[config.mk]
export PLATFORM = sky130hd
export DESIGN_NAME = ws2812_rx
export DESIGN_NICKNAME = d
export VERILOG_FILES = /design/src/rtl/ws2812_pkg.sv /design/src/rtl/ws2812_bit_decoder.sv /design/src/rtl/ws2812_rx.sv
export SDC_FILE = /design/constraint.sdc
export NUM_CORES = 1
export LEC_CHECK = 0
export BUFFER_PORTS_ARGS = -buffer_cell sky130_fd_sc_hd__buf_2
export CORE_ASPECT_RATIO = 1.1
export CORE_MARGIN = 2
export CORE_UTILIZATION = 25
export DETAILED_ROUTE_END_ITERATION = 7
export PLACE_DENSITY = 0.5
export SLEW_MARGIN = 20
export SYNTH_ARGS = -nofsm -noshare
export SYNTH_HDL_FRONTEND = slang
export SYNTH_SLANG_ARGS = --single-unit
[constraint.sdc]
create_clock -name clock -period 5.75 [get_ports clock]
set_input_delay 1.15 -clock clock [delete_from_list [all_inputs] [get_ports clock]]
set_output_delay 1.15 -clock clock [all_outputs]
set_load 0.005 [all_outputs]
[src/rtl/ws2812_pkg.sv]
// Shared WS2812 definitions: pixel color layout, nominal line timing and
// receiver decision points (all in nanoseconds), and the decoder state type.
package ws2812_pkg;

    typedef struct packed {
        logic [7:0] red;
        logic [7:0] green;
        logic [7:0] blue;
    } color_t;

    localparam int T0H   = 400;
    localparam int T1H   = 800;
    localparam int T0L   = 850;
    localparam int T1L   = 450;
    localparam int LATCH = 50_000;

    localparam int T_MIN_NS    = 150;
    localparam int T_THRESH_NS = 600;
    localparam int T_MAX_H_NS  = 2_000;

    localparam int BITS_PER_PIXEL = 24;

    typedef enum logic [1:0] {SYNC, LOW, HIGH} dec_state_t;

    // Bits arrive green, red, blue on the wire.
    function automatic color_t grb_to_color(input logic [23:0] grb);
        return '{red: grb[15:8], green: grb[23:16], blue: grb[7:0]};
    endfunction

endpackage

[src/rtl/ws2812_bit_decoder.sv]
// Synchronizes the WS2812 line and classifies each high pulse as a data bit,
// a latch (long low) or a protocol error.
module ws2812_bit_decoder
    import ws2812_pkg::*;
#(
    parameter int CLK_FREQ = 20_000_000
) (
    input  logic clock,
    input  logic reset,
    input  logic din,
    output logic bit_start,
    output logic bit_valid,
    output logic bit_value,
    output logic latch,
    output logic err
);

    localparam int T_MIN     = $rtoi(real'(CLK_FREQ) * T_MIN_NS / 1.0e9);
    localparam int T_THRESH  = $rtoi(real'(CLK_FREQ) * T_THRESH_NS / 1.0e9);
    localparam int T_MAX_H   = $rtoi(real'(CLK_FREQ) * T_MAX_H_NS / 1.0e9);
    localparam int LATCH_CYC = $rtoi(real'(CLK_FREQ) * LATCH / 1.0e9);

    localparam int LCNT_W = $clog2(LATCH_CYC + 1);
    localparam int HCNT_W = $clog2(T_MAX_H + 1);

    localparam logic [LCNT_W-1:0] LOW_SAT   = LCNT_W'(LATCH_CYC);
    localparam logic [LCNT_W-1:0] LOW_LAST  = LCNT_W'(LATCH_CYC - 1);
    localparam logic [HCNT_W-1:0] HIGH_MIN  = HCNT_W'(T_MIN);
    localparam logic [HCNT_W-1:0] HIGH_THR  = HCNT_W'(T_THRESH);
    localparam logic [HCNT_W-1:0] HIGH_SAT  = HCNT_W'(T_MAX_H);
    localparam logic [HCNT_W-1:0] HIGH_LAST = HCNT_W'(T_MAX_H - 1);

    logic              din_m;
    logic              din_s;
    dec_state_t        state;
    logic [LCNT_W-1:0] low_cnt;
    logic [HCNT_W-1:0] high_cnt;

    always_ff @(posedge clock) begin
        if (reset) begin
            din_m     <= 1'b0;
            din_s     <= 1'b0;
            state     <= SYNC;
            low_cnt   <= '0;
            high_cnt  <= '0;
            bit_start <= 1'b0;
            bit_valid <= 1'b0;
            bit_value <= 1'b0;
            latch     <= 1'b0;
            err       <= 1'b0;
        end else begin
            din_m     <= din;
            din_s     <= din_m;
            bit_start <= 1'b0;
            bit_valid <= 1'b0;
            latch     <= 1'b0;
            err       <= 1'b0;
            case (state)
                // Hunt for a quiet line before trusting any edge; no latch strobe here.
                SYNC: begin
                    if (din_s) begin
                        low_cnt <= '0;
                    end else if (low_cnt >= LOW_LAST) begin
                        low_cnt <= LOW_SAT;
                        state   <= LOW;
                    end else begin
                        low_cnt <= low_cnt + 1'b1;
                    end
                end
                LOW: begin
                    if (din_s) begin
                        state     <= HIGH;
                        high_cnt  <= HCNT_W'(1);
                        low_cnt   <= '0;
                        bit_start <= 1'b1;
                    end else if (low_cnt != LOW_SAT) begin
                        low_cnt <= low_cnt + 1'b1;
                        if (low_cnt == LOW_LAST) latch <= 1'b1;
                    end
                end
                HIGH: begin
                    if (!din_s) begin
                        // The falling-edge sample is itself the first low cycle.
                        low_cnt <= LCNT_W'(1);
                        if (high_cnt < HIGH_MIN) begin
                            err   <= 1'b1;
                            state <= SYNC;
                        end else begin
                            bit_valid <= 1'b1;
                            bit_value <= (high_cnt >= HIGH_THR);
                            state     <= LOW;
                        end
                    end else if (high_cnt >= HIGH_LAST) begin
                        high_cnt <= HIGH_SAT;
                        low_cnt  <= '0;
                        err      <= 1'b1;
                        state    <= SYNC;
                    end else begin
                        high_cnt <= high_cnt + 1'b1;
                    end
                end
                default: state <= SYNC;
            endcase
        end
    end

endmodule

[src/rtl/ws2812_rx.sv]
// WS2812 receiver: assembles decoded bits into GRB pixels, numbers them per
// frame and reports frame completion, overflow and protocol errors.
module ws2812_rx
    import ws2812_pkg::*;
#(
    parameter int CLK_FREQ = 20_000_000,
    parameter int NUM_LEDS = 256
) (
    input  logic       clock,
    input  logic       reset,
    input  logic       din,
    output logic       pixel_valid,
    output color_t     pixel,
    output logic [8:0] pixel_index,
    output logic       frame_done,
    output logic [8:0] pixel_count,
    output logic       err,
    output logic       overflow,
    output logic       busy
);

    localparam logic [8:0] MAX_IDX  = 9'(NUM_LEDS);
    localparam logic [4:0] LAST_BIT = 5'(BITS_PER_PIXEL - 1);

    logic        bit_start;
    logic        bit_valid;
    logic        bit_value;
    logic        latch;
    logic        dec_err;
    logic [4:0]  bit_cnt;
    logic [22:0] shift_q;
    logic [23:0] word;

    ws2812_bit_decoder #(.CLK_FREQ(CLK_FREQ)) u_decoder (
        .clock    (clock),
        .reset    (reset),
        .din      (din),
        .bit_start(bit_start),
        .bit_valid(bit_valid),
        .bit_value(bit_value),
        .latch    (latch),
        .err      (dec_err)
    );

    assign word = {shift_q, bit_value};

    always_ff @(posedge clock) begin
        if (reset) begin
            bit_cnt     <= '0;
            shift_q     <= '0;
            pixel_valid <= 1'b0;
            pixel       <= '0;
            pixel_index <= '0;
            frame_done  <= 1'b0;
            pixel_count <= '0;
            err         <= 1'b0;
            overflow    <= 1'b0;
            busy        <= 1'b0;
        end else begin
            pixel_valid <= 1'b0;
            frame_done  <= 1'b0;
            err         <= 1'b0;
            if (frame_done || err) overflow <= 1'b0;
            if (bit_start) busy <= 1'b1;

            if (latch) begin
                bit_cnt     <= '0;
                pixel_index <= '0;
                busy        <= 1'b0;
                // A partial pixel closes the frame as an error; its bits are dropped.
                if (bit_cnt != '0) begin
                    err         <= 1'b1;
                    frame_done  <= 1'b1;
                    pixel_count <= pixel_index;
                end else if (pixel_index != '0) begin
                    frame_done  <= 1'b1;
                    pixel_count <= pixel_index;
                end
            end else if (dec_err) begin
                err         <= 1'b1;
                bit_cnt     <= '0;
                pixel_index <= '0;
                busy        <= 1'b0;
            end else begin
                if (pixel_valid) pixel_index <= pixel_index + 9'd1;
                if (bit_valid) begin
                    shift_q <= word[22:0];
                    if (bit_cnt == LAST_BIT) begin
                        bit_cnt <= '0;
                        // The index saturates at NUM_LEDS, so it also serves as pixel_count.
                        if (pixel_index >= MAX_IDX) begin
                            overflow <= 1'b1;
                        end else begin
                            pixel_valid <= 1'b1;
                            pixel       <= grb_to_color(word);
                        end
                    end else begin
                        bit_cnt <= bit_cnt + 5'd1;
                    end
                end
            end
        end
    end

endmodule
==> results_dict.tcl <==
set metrics [dict create \
    clkPwrFrac 0.440 \
    crit_required_ns 6.02 \
    grt_antenna_before_repair 0 \
    switching_share 0.213 \
    rows 50 \
    syn_area_um2 4300 \
    slew_violations 0 \
    p_leak_nw 1.82 \
    dieArea_um2 18300 \
    synth_cell_types 62 \
    critPathMaxFanout 26 \
    post_cts.repair.setup_buffers 0 \
    crit_arrival_ns 2.92 \
    synth_nets 529 \
    grt_overflow 0 \
    pwr-share-comb 0.019 \
    wl_mm 9.85 \
    maxSlewHeadroom 0.382 \
    port_buffers 49 \
    die_h_um 142 \
    grt_first_pass_wirelength_mm 16.6 \
    period_needed_ns 2.65 \
    final_cell_mix "128 x nand2_1, 100 x dfxtp_1, 66 x a21oi_1" \
    place_hpwl_mm 6.66 \
    clock-sinks 100 \
    globalplace.congestion 0.825 \
    grtUsageTotal 0.112 \
    crit_start "u_decoder.latch" \
    worstSetupEndpointType "register" \
    clk_pin_slew_ns 0.07 \
    io_pins 50 \
    synth_top_cell_by_area "dfxtp_1" \
    firstDrtPassIters 5 \
    antenna_left 0 \
    drc 0 \
    netlist_instances 514 \
    cts_tree "done" \
    fin_hold_ws_ns 0.438 \
    max_clock_freq_mhz 377 \
    grt_pass1_vias 3467 \
    core_area_um2 17000 \
    rsz0062_at_grt "false" \
    synth_area_leaders "dfxtp_1 47%, nand2_1 11%, a21oi_1 7.7%" \
    critical_path_class "reg -> reg" \
    worstReg2RegStart "u_decoder.latch" \
    initial_core_util 0.254 \
    hp-class "reg -> reg" \
    vias 3653 \
    layout_commonest_cell "nand2_1" \
    fin_crit_sh 0.462 \
    hold_viol_final 0 \
    synth_ff_type "dfxtp_1" \
    setup-violations-final 0 \
    synth_top_area_share 0.466 \
    clk_latency_ns 0.34 \
    cts_inserted_buffers 9 \
    ir_worst_vdd_mv 0.117 \
    seq_power_share 0.540 \
    syn_avg_cell_area_um2 8.36 \
    startpoint_type "register" \
    layout-drive-gt1-share 0.138 \
    yosysWarnings 0 \
    final_util 0.294 \
    num_antenna_cells 0 \
    layout_setup_ws_ns 3.10 \
    synth_edf_count 0 \
    reg2reg_depth 4 \
    grt_start_max_net_pins 52 \
    intPower_mw 1.02 \
    area_delta_synth_final_pct 15.8 \
    place_ws_ns 2.93 \
    die_x_um 129 \
    setup_tns_ns 0 \
    routed_via_density 4.67 \
    power-per-cell-area_nw_per_um2 260 \
    avgRoutedWirePerCell_um 12.6 \
    cts_resized 0 \
    p_sw_mw 0.276 \
    worst_pin_slew_ns 0.928 \
    htree_levels 3 \
    dr.first_iter.drc_count 257 \
    worstHoldPathCells 1 \
    root_buffer "clkbuf_16" \
    finClkSkew_ns 0.00739 \
    maxCapViolCount 0 \
    hp-start "u_decoder.din_m" \
    seq_area_frac_synth 0.466 \
    clk_path_buf_depth 2 \
    synth_seq_cells 100 \
    nets 560 \
    synth-async-reset-ratio 0 \
    status "finished clean" \
    ctsHoldBuffers 0 \
]
-- registers in the layout, summed over array words and instances (netlist names), 2 cells and up --
name,cells
bit_cnt,5
pixel,24
pixel_count,9
pixel_index,9
shift_q,23
u_decoder.high_cnt,6
u_decoder.low_cnt,10
u_decoder.state,2
-- cells in the mapped netlist, types with 2 or more instances --
cell      number
nand2_1      128
dfxtp_1      100
a21oi_1       66
nor2_1        32
clkbuf_1      19
inv_1         13
ha_1          12
nand3_1       10
nand4_1        9
o21ai_0        8
a211oi_1       6
and3_1         6
buf_2          6
xor2_1         6
mux2i_1        5
nor2b_1        5
or3_1          5
a311oi_1       4
buf_6          4
nand2b_1       4
nor3_1         4
o32ai_1        4
a211o_1        3
a31oi_1        3
and4_1         3
nor3b_1        3
o31ai_1        3
o32a_1         3
a22oi_1        2
a41oi_1        2
and2_1         2
nand4b_1       2
o311ai_0       2
or4b_1         2
-- per-layer routing --
layer,up-vias,part of all wire,global-route usage
li1,1850,-,-
met1,1710,0.48,0.143
met2,83,0.46,0.178
met3,10,0.043,0.0290
met4,0,0.014,0.0486
met5,-,0,0
-- per-stage QoR --
step	total power, mW	cells	instance area [um^2]
2_1_floorplan	0.734	514	4300
3_3_place_gp	0.739	768	4700
3_5_place_dp	0.740	768	4700
4_1_cts	1.31	783	4980
5_1_grt	1.35	783	4980
6_report	1.29	783	4980
-- layout make-up --
type                            instances  area, um^2
Timing Repair Buffer                   51         260
Inverter                               14        52.6
Sequential cell                       100        2000
Multi-Input combinational cell        369        2090
Clock inverter                          3        21.3
Tap cell                              234         293
Clock buffer                           12         256
Fill cell                            1791       12000
-- power groups by stage --
stage | clock [mW] | sequential [mW] | combinational, mW
2_1_floorplan | 0 | 0.713 | 0.0210
3_3_place_gp | 0 | 0.715 | 0.0248
3_5_place_dp | 0 | 0.715 | 0.0256
4_1_cts | 0.588 | 0.699 | 0.0253
5_1_grt | 0.618 | 0.699 | 0.0284
6_report | 0.570 | 0.699 | 0.0252
-- cells by family after synthesis --
family	count (synthesis)	synth area share
multiplexers	6	0.0143
AND/OR/NAND/NOR	224	0.241
adder cells (fa/ha/maj)	12	0.0349
buffers and inverters	45	0.0489
XOR/XNOR	7	0.0143
flip-flops	100	0.466
AO/OA/AOI/OAI	120	0.181
-- worst max-delay path, stage by stage (launching register included) --
cell     delay, ns
dfxtp_1       0.66
or3b_1        0.81
or3_1         0.81
nand2_1       0.14
a21oi_1       0.16
-- final timing paths --
| kind | endpoint | slack [ns] |
|---|---|---|
| hold reg to reg | u_decoder.din_s | 0.44 |
| setup / recovery | pixel[5] | 3.10 |
| setup reg to reg | pixel[5] | 3.10 |
| hold / removal | u_decoder.din_s | 0.44 |
No activity file was read; power rests on OpenSTA's default activity.
